$ cat src/rtl/klein_mixcolumn_seq.sv
// Sequential MixColumn/InvMixColumn engine: one 32-bit column per clock through a shared mix datapath.
// Define KLEIN_MIXCOL_INV_EN to honour iinv and build the inverse post-stage; otherwise forward only.
module klein_mixcolumn_seq #(
  parameter int NCOL = 2,
  parameter int CW   = 3
) (
  input  logic              iclk,
  input  logic              irst,
  input  logic              ivalid,
  output logic              oready,
  input  logic [32*NCOL-1:0] idata,
  input  logic              iinv,
  output logic              ovalid,
  input  logic              iready,
  output logic [32*NCOL-1:0] odata,
  output logic [1:0]        dbg_state
);

  // Handshakes: a transfer happens on a rising edge where valid and ready are both 1.
  // Input: oready is 1 only in IDLE outside reset; ivalid must be held until then.
  // Output: ovalid stays 1 with odata stable until iready is seen.

  typedef enum logic [1:0] {
    IDLE = 2'd0,
    BUSY = 2'd1,
    DONE = 2'd2
  } state_t;

  state_t             state, state_nx;
  logic [CW-1:0]      cnt;
  logic [32*NCOL-1:0] work;
  logic               accept;
  logic               last_col;
  logic [31:0]        cur_col;
  logic [31:0]        mix_col;

  function automatic logic [7:0] gm2(input logic [7:0] x);
    return {x[6:0], 1'b0} ^ (x[7] ? 8'h1b : 8'h00);
  endfunction

  function automatic logic [31:0] mix_fwd(input logic [31:0] c);
    logic [7:0] w0, w1, w2, w3;
    w0 = c[31:24];
    w1 = c[23:16];
    w2 = c[15:8];
    w3 = c[7:0];
    return {gm2(w0 ^ w1) ^ w1 ^ w2 ^ w3,
            gm2(w1 ^ w2) ^ w2 ^ w3 ^ w0,
            gm2(w2 ^ w3) ^ w3 ^ w0 ^ w1,
            gm2(w3 ^ w0) ^ w0 ^ w1 ^ w2};
  endfunction

`ifdef KLEIN_MIXCOL_INV_EN
  logic mode;

  // InvMixColumn factors as MixColumn followed by this cheap circulant correction.
  function automatic logic [31:0] inv_post(input logic [31:0] a);
    logic [7:0] u, v;
    u = gm2(gm2(a[31:24] ^ a[15:8]));
    v = gm2(gm2(a[23:16] ^ a[7:0]));
    return {u ^ a[31:24], v ^ a[23:16], u ^ a[15:8], v ^ a[7:0]};
  endfunction

  always_comb begin
    mix_col = mix_fwd(cur_col);
    if (mode) mix_col = inv_post(mix_fwd(cur_col));
  end
`else
  logic unused_iinv;
  assign unused_iinv = iinv;

  always_comb begin
    mix_col = mix_fwd(cur_col);
  end
`endif

  assign accept   = (state == IDLE) && ivalid && !irst;
  assign last_col = (cnt == CW'(NCOL - 1));

  always_comb begin
    cur_col = '0;
    for (int i = 0; i < NCOL; i++) begin
      if (cnt == CW'(i)) cur_col = work[32*(NCOL-1-i) +: 32];
    end
  end

  always_ff @(posedge iclk) begin
    if (irst) state <= IDLE;
    else      state <= state_nx;
  end

  always_comb begin
    state_nx = state;
    oready   = 1'b0;
    ovalid   = 1'b0;
    case (state)
      IDLE: begin
        oready = !irst;
        if (ivalid) state_nx = BUSY;
      end
      BUSY: begin
        if (last_col) state_nx = DONE;
      end
      DONE: begin
        ovalid = 1'b1;
        if (iready) state_nx = IDLE;
      end
      default: state_nx = IDLE;
    endcase
  end

  always_ff @(posedge iclk) begin
    if (irst) begin
      work <= '0;
      cnt  <= '0;
`ifdef KLEIN_MIXCOL_INV_EN
      mode <= 1'b0;
`endif
    end else if (accept) begin
      work <= idata;
      cnt  <= '0;
`ifdef KLEIN_MIXCOL_INV_EN
      mode <= iinv;
`endif
    end else if (state == BUSY) begin
      for (int i = 0; i < NCOL; i++) begin
        if (cnt == CW'(i)) work[32*(NCOL-1-i) +: 32] <= mix_col;
      end
      cnt <= cnt + CW'(1);
    end
  end

  assign odata     = work;
  assign dbg_state = state;

endmodule

$ cat config.mk
export PLATFORM = sky130hd
export DESIGN_NAME = klein_mixcolumn_seq
export DESIGN_NICKNAME = d
export VERILOG_FILES = /design/src/rtl/klein_mixcolumn_seq.sv
export SDC_FILE = /design/constraint.sdc
export NUM_CORES = 1
export LEC_CHECK = 0
export ABC_AREA = 1
export ABC_CLOCK_PERIOD_IN_PS = 2900
export BUFFER_PORTS_ARGS = -buffer_cell sky130_fd_sc_hd__buf_2
export CAP_MARGIN = 25
export CORE_ASPECT_RATIO = 0.5
export CORE_MARGIN = 4
export CORE_UTILIZATION = 45
export DETAILED_ROUTE_END_ITERATION = 6
export PLACE_DENSITY = 0.68
export SYNTH_ARGS = -nofsm -noshare
export SYNTH_HDL_FRONTEND = slang
export SYNTH_SLANG_ARGS = --single-unit
$ cat constraint.sdc
create_clock -name iclk -period 2.9 [get_ports iclk]
set_clock_uncertainty 0.1 [all_clocks]
set_input_delay 0.29 -clock iclk [delete_from_list [all_inputs] [get_ports iclk]]
set_output_delay 0.29 -clock iclk [all_outputs]
set_load 0.03 [all_outputs]
Word level (Yosys, flattened, before mapping) --
Cells that the tools add are included.
Word-level totals: memory bits (writable) 0, memories kept 0, register bits 69, latch bits 0, ROM bits 0, input port bits 69
Cells by class: bitwise operators 20, equal/unequal tests 6, $lt $le $gt $ge 0, mux-type cells 16, add/subtract/negate cells 1, reductions and logical operators 12, multiply operators 0, shift operators 0, div/mod/pow operators 0
Operators with widths (number):
- $mux W32 | 4
- $mux W64 | 2
- $xor A8 B8 Y8 | 16
- $xor A8 B5 Y8 | 4
- $mux W5 | 4
- $mux W2 | 3
- $ne A2 B2 Y1 const B | 3
- $pmux W2 S3 | 1
- $reduce_bool A2 Y1 | 3
- $reduce_and A2 Y1 | 2
- $add A3 B1 Y3 const B | 1
- $eq A3 B1 Y1 const B | 1
- $logic_not A3 Y1 | 1
- $reduce_and A3 Y1 | 1
- $eq A2 B1 Y1 const B | 1
- $eq A2 B2 Y1 const B | 1
- $logic_and A1 B1 Y1 | 2
- $logic_not A2 Y1 | 1
- $mux W1 | 2
- $reduce_or A2 Y1 | 1
- $logic_not A1 Y1 | 1

Longest topological paths before layout --
depth after elaboration 12, depth in mapped cells 16, gate-level depth less buffers 15

Worst setup path before layout --
No wires, ideal clock.
path kind reg2reg, from reg cnt[0], to reg work[26] (netlist: odata[26]), slack 0.857 ns, arrival time 1.873 ns, clock period less this slack 2.043 ns, stages on the path, launching flop included 15, cell sequence dfxtp_1 -> inv_1 -> ha_1 -> buf_4 -> clkbuf_1 -> nand3_1 -> o21ai_1 -> nand2_1 -> nand2_1 -> nand2_1 -> nand2_1 -> nand2_1 -> nand2_1 -> nand3_1 -> a21oi_1
Between the ends: word-level cells in the longest chain between the ends 11
RTL lines:
- start: declaration | RTL line 30 | logic [CW-1:0] cnt;
- start signal: assignment | RTL line 129 | cnt <= cnt + CW'(1);
- $logic_not A3 Y1 | RTL line 83 | if (cnt == CW'(i)) cur_col = work[32*(NCOL-1-i) +: 32];
- $mux W32 (2 in a row) | RTL line 83
- $xor A8 B8 Y8 | RTL line 47 | return {gm2(w0 ^ w1) ^ w1 ^ w2 ^ w3,
- $xor A8 B5 Y8 | RTL line 38 | return {x[6:0], 1'b0} ^ (x[7] ? 8'h1b : 8'h00);
- $xor A8 B8 Y8 (3 in a row) | RTL line 47
- $mux W32 | RTL line 127 | if (cnt == CW'(i)) work[32*(NCOL-1-i) +: 32] <= mix_col;
- $mux W64 | RTL line 125 | end else if (state == BUSY) begin
- $mux W64 | RTL line 119 | end else if (accept) begin
- end signal: assignment | RTL line 120 | work <= idata;
- end signal: indexed assignment | RTL line 127
- end: declaration | RTL line 31 | logic [32*NCOL-1:0] work;
Several ways; a longest one is shown, not always the timed one. The select of a mux whose other input is x is not followed. A chain may end at the register's enable or synchronous reset.

Final worst setup path --
from reg cnt[2], to reg work[4] (netlist: odata[4])
Between the ends: word-level cells in the longest chain between the ends 12
RTL lines:
- $logic_not A3 Y1 | RTL line 83
- $mux W32 (2 in a row) | RTL line 83
- $xor A8 B8 Y8 | RTL line 50 | gm2(w3 ^ w0) ^ w0 ^ w1 ^ w2};
- $mux W5 | RTL line 38
- $xor A8 B5 Y8 | RTL line 38
- $xor A8 B8 Y8 (3 in a row) | RTL line 50
- $mux W32 | RTL line 127
- $mux W64 | RTL line 125
- $mux W64 | RTL line 119
Several ways; a longest one is shown, not always the timed one. The select of a mux whose other input is x is not followed.

==> metrics.txt <==
# TYPE chip_impl_metric gauge
chip_impl_metric{name="initialDrtViolationCount",unit=""} 761
chip_impl_metric{name="relSlewSlack",unit=""} 0.493
chip_impl_metric{name="worst_ir_drop_vdd",unit="V"} 0.000324
chip_impl_metric{name="post-cts-setup-buffers",unit=""} 0
chip_impl_metric{name="antenna_found_initial",unit=""} 0
chip_impl_metric{name="worst_r2r_path_depth",unit=""} 11
chip_impl_metric{name="post-route-min-period",unit="ns"} 2.59
chip_impl_metric{name="grt_pass1_vias",unit=""} 6944
chip_impl_metric{name="clock_tree.buffer_depth",unit=""} 2
chip_impl_info{name="layout_common_cells",value="501 x sky130_fd_sc_hd__nand2_1, 140 x sky130_fd_sc_hd__inv_1, 138 x sky130_fd_sc_hd__nand3_1, 135 x sky130_fd_sc_hd__buf_2, 69 x sky130_fd_sc_hd__dfxtp_1"} 1
chip_impl_info{name="status",value="complete, no violations"} 1
chip_impl_metric{name="number_of_remaining_drc_errors",unit=""} 0
chip_impl_metric{name="final_design_area_no_fill",unit="µm²"} 7390
chip_impl_metric{name="dp_cells",unit=""} 1469
chip_impl_metric{name="totalNegativeSetupSlack",unit="ns"} 0
chip_impl_metric{name="worst_hold_path.num_cells",unit=""} 4
chip_impl_metric{name="share_of_the_yosys_chip_area_belonging_to_registers",unit=""} 0.221
chip_impl_metric{name="finalSetupViolations",unit=""} 0
chip_impl_metric{name="post_dp_cell_area",unit="µm²"} 7090
chip_impl_metric{name="antenna_diode_instance_count",unit=""} 0
chip_impl_metric{name="design.portCount",unit=""} 137
chip_impl_metric{name="fp.coreArea",unit="µm²"} 13600
chip_impl_metric{name="clock_tree.htree_level_count",unit=""} 3
chip_impl_metric{name="power.density_cell_area",unit="nW/µm²"} 726
chip_impl_metric{name="clkSlewWorstSetupHoldPaths",unit="ns"} 0.06
chip_impl_info{name="layout.cells.most_common",value="sky130_fd_sc_hd__nand2_1"} 1
chip_impl_metric{name="cts_resized",unit=""} 0
chip_impl_metric{name="critical_path_at",unit="ns"} 2.77
chip_impl_metric{name="floorplan_die_area",unit="µm²"} 15900
chip_impl_metric{name="num-nets-final",unit=""} 1360
chip_impl_metric{name="synth_warnings",unit=""} 0
chip_impl_metric{name="layout.core_utilization",unit=""} 0.545
chip_impl_metric{name="post_synthesis_to_final_layout_area_growth",unit="%"} 18.3
chip_impl_metric{name="synth_area_per_cell",unit="µm²"} 5.30
chip_impl_metric{name="worst_hold_slack",unit="ns"} 0.0950
chip_impl_metric{name="grt_usage",unit=""} 0.281
chip_impl_info{name="crit_slowest_cell",value="sky130_fd_sc_hd__dfxtp_1"} 1
chip_impl_metric{name="final_antenna_net_count",unit=""} 0
chip_impl_metric{name="wire_per_inst",unit="µm"} 15.5
chip_impl_metric{name="setup_slack_after_layout",unit="ns"} 0.310
chip_impl_metric{name="critical-path-max-stage-delay",unit="ns"} 0.49
chip_impl_info{name="clock-root-buffer",value="sky130_fd_sc_hd__clkbuf_16"} 1
chip_impl_metric{name="place_hpwl",unit="µm"} 16900
chip_impl_info{name="crit_chain",value="inv_2, nand2_4, buf_12, nor2_1, nor2_2, nand2_1, nand2_1, nand2_1, nand4_1, nand3_1, a21oi_1"} 1
chip_impl_metric{name="worstPathMaxFanout",unit=""} 23
chip_impl_metric{name="start_util",unit=""} 0.461
chip_impl_info{name="worst_r2r_endpoint",value="odata[4]$_SDFFE_PP0P_"} 1
chip_impl_info{name="hp-start",value="iready"} 1
chip_impl_info{name="rsz_0062_raised_after_global_routing",value="no"} 1
chip_impl_metric{name="grt.overflow.total",unit=""} 0
chip_impl_metric{name="clkSinkCount",unit=""} 69
chip_impl_info{name="tritoncts",value="yes"} 1
chip_impl_metric{name="die_height",unit="µm"} 91.3
chip_impl_metric{name="worstPathRequired",unit="ns"} 3.08
chip_impl_metric{name="p_leak",unit="nW"} 3.75
chip_impl_metric{name="die_width",unit="µm"} 175
chip_impl_metric{name="fmax",unit="MHz"} 386
chip_impl_metric{name="grt_max_degree",unit=""} 66
chip_impl_info{name="critical_path_source_type",value="flop"} 1
chip_impl_info{name="hold_ep",value="dbg_state[1]$_SDFFE_PP0P_"} 1
chip_impl_metric{name="synth.lib_cells_used.distinct",unit=""} 24
chip_impl_metric{name="ctsHoldBuffers",unit=""} 0
chip_impl_info{name="timing.hold.worst.class",value="in2reg"} 1
chip_impl_metric{name="totalPowerFinal",unit="mW"} 5.37
chip_impl_metric{name="layout-drive-gt1-share",unit=""} 0.162
chip_impl_metric{name="fin_cells",unit=""} 1485
chip_impl_metric{name="weighted_congestion_at_the_end_of_routability_driven_global_placement",unit=""} 0.936
chip_impl_metric{name="cts_made_buffers",unit=""} 9
chip_impl_metric{name="detailedPlace.worstSlack",unit="ns"} 0.383
chip_impl_metric{name="worst_skew_pair.late_latency",unit="ns"} 0.34
chip_impl_metric{name="ff2ff_setup_slack",unit="ns"} 0.31
chip_impl_metric{name="io_buffers",unit=""} 135
chip_impl_info{name="endpoint_kind",value="flop"} 1
chip_impl_info{name="critical_r2r_launch",value="cnt[2]$_SDFFE_PP0P_"} 1
chip_impl_metric{name="postSynthRegisterBits",unit=""} 69
chip_impl_metric{name="first_drt_pass_iteration_count",unit=""} 6
chip_impl_metric{name="syn_inst",unit=""} 1178
chip_impl_metric{name="worstMarginPinSlew",unit="ns"} 0.761
chip_impl_metric{name="post_drt_via_cell_ratio",unit=""} 5.25
chip_impl_metric{name="final_min_period_over_clock_period",unit=""} 0.893
chip_impl_metric{name="mappedNetlistNets",unit=""} 1250
chip_impl_info{name="crit_type",value="reg2reg"} 1
chip_impl_info{name="crit_path_frequent_cell",value="sky130_fd_sc_hd__nand2_1"} 1
chip_impl_metric{name="netlist_area",unit="µm²"} 6250
chip_impl_metric{name="slew_viol_final",unit=""} 0
chip_impl_metric{name="route.vias.total",unit=""} 7793
chip_impl_metric{name="global_route_wire_length_before_repair",unit="µm"} 36400
chip_impl_metric{name="drt_wl_total",unit="µm"} 23000
chip_impl_metric{name="finalHoldViolCount",unit=""} 0
chip_impl_metric{name="n_fill_cell",unit=""} 1460
chip_impl_metric{name="fp-row-count",unit=""} 30
chip_impl_metric{name="maxCapViolCount",unit=""} 0
[sequential cells by signal, indices dropped and copies added, names as in the netlist]
name,count
cnt,3
dbg_state,2
odata,64
[critical path, delay by kind of cell, from the launching register on]
kind | cells | cell delay (ns)
AO/OA/AOI/OAI | 1 | 0.19
AND/OR/NAND/NOR | 8 | 1.26
buffers and inverters | 2 | 0.46
flip-flops | 1 | 0.49
[worst max-delay path by stage]
stage                        startpoint                     end  slack [ns]  cells past startpoint
detailed placement  cnt[2]$_SDFFE_PP0P_   odata[4]$_SDFFE_PP0P_        0.38                     11
finish              cnt[2]$_SDFFE_PP0P_   odata[4]$_SDFFE_PP0P_        0.31                     11
global placement    cnt[2]$_SDFFE_PP0P_   odata[4]$_SDFFE_PP0P_        0.41                     11
global route        cnt[2]$_SDFFE_PP0P_  odata[36]$_SDFFE_PP0P_        0.11                     11
CTS                 cnt[2]$_SDFFE_PP0P_   odata[4]$_SDFFE_PP0P_        0.36                     11
floorplan           cnt[0]$_SDFFE_PP0P_  odata[26]$_SDFFE_PP0P_        0.86                     14
[layout make-up]
type                       instances  area [µm²]  share of cell area
sequential                        69        1380               0.187
timing repair buffer             155         876               0.119
clock inverter                     6        62.6             0.00846
clock buffer                      10         239              0.0323
tap                              192         240              0.0325
inverter                         143         537              0.0726
multi-input combinational        910        4060               0.549
[routing by layer]
metal / GRT usage / part of all wire / up-vias
li1: - / - / 3970
met1: 0.401 / 0.48 / 3525
met2: 0.454 / 0.44 / 273
met3: 0.0374 / 0.064 / 25
met4: 0.0588 / 0.014 / 0
met5: 0 / 0 / -
[cells by family after synthesis]
| family | count (synthesis) | synth area share |
|---|---|---|
| buf+inv | 199 | 0.133 |
| flops | 69 | 0.221 |
| compound gates | 160 | 0.133 |
| simple gates | 747 | 0.507 |
| fa+ha+maj | 3 | 0.00601 |
[synth_stat cells]
master,n,area share
sky130_fd_sc_hd__nand3_1,138,0.11
sky130_fd_sc_hd__ha_1,3,0.0060
sky130_fd_sc_hd__a21oi_1,68,0.054
sky130_fd_sc_hd__o21ai_2,6,0.0084
sky130_fd_sc_hd__inv_1,140,0.084
sky130_fd_sc_hd__a21oi_2,2,0.0028
sky130_fd_sc_hd__nand2_1,503,0.30
sky130_fd_sc_hd__o21ai_1,17,0.014
sky130_fd_sc_hd__clkbuf_1,31,0.019
sky130_fd_sc_hd__buf_6,8,0.014
sky130_fd_sc_hd__inv_2,3,0.0018
sky130_fd_sc_hd__nor2_1,43,0.026
sky130_fd_sc_hd__nand2_8,1,0.0032
sky130_fd_sc_hd__buf_4,4,0.0048
sky130_fd_sc_hd__buf_1,4,0.0024
sky130_fd_sc_hd__nor3_1,1,0.00080
sky130_fd_sc_hd__nand2_2,9,0.0090
sky130_fd_sc_hd__nand2_4,1,0.0018
sky130_fd_sc_hd__nor2_8,1,0.0032
sky130_fd_sc_hd__nand4_1,39,0.039
sky130_fd_sc_hd__nor2_2,11,0.011
sky130_fd_sc_hd__o21ai_0,67,0.054
sky130_fd_sc_hd__buf_2,9,0.0072
sky130_fd_sc_hd__dfxtp_1,69,0.22
[power breakdown]
group / switching [mW] / internal, mW / total (mW)
combinational: 2.12 / 0.866 / 2.99
clock: 0.465 / 0.687 / 1.15
sequential: 0.123 / 1.11 / 1.23
(Power assumes the default switching activity.)
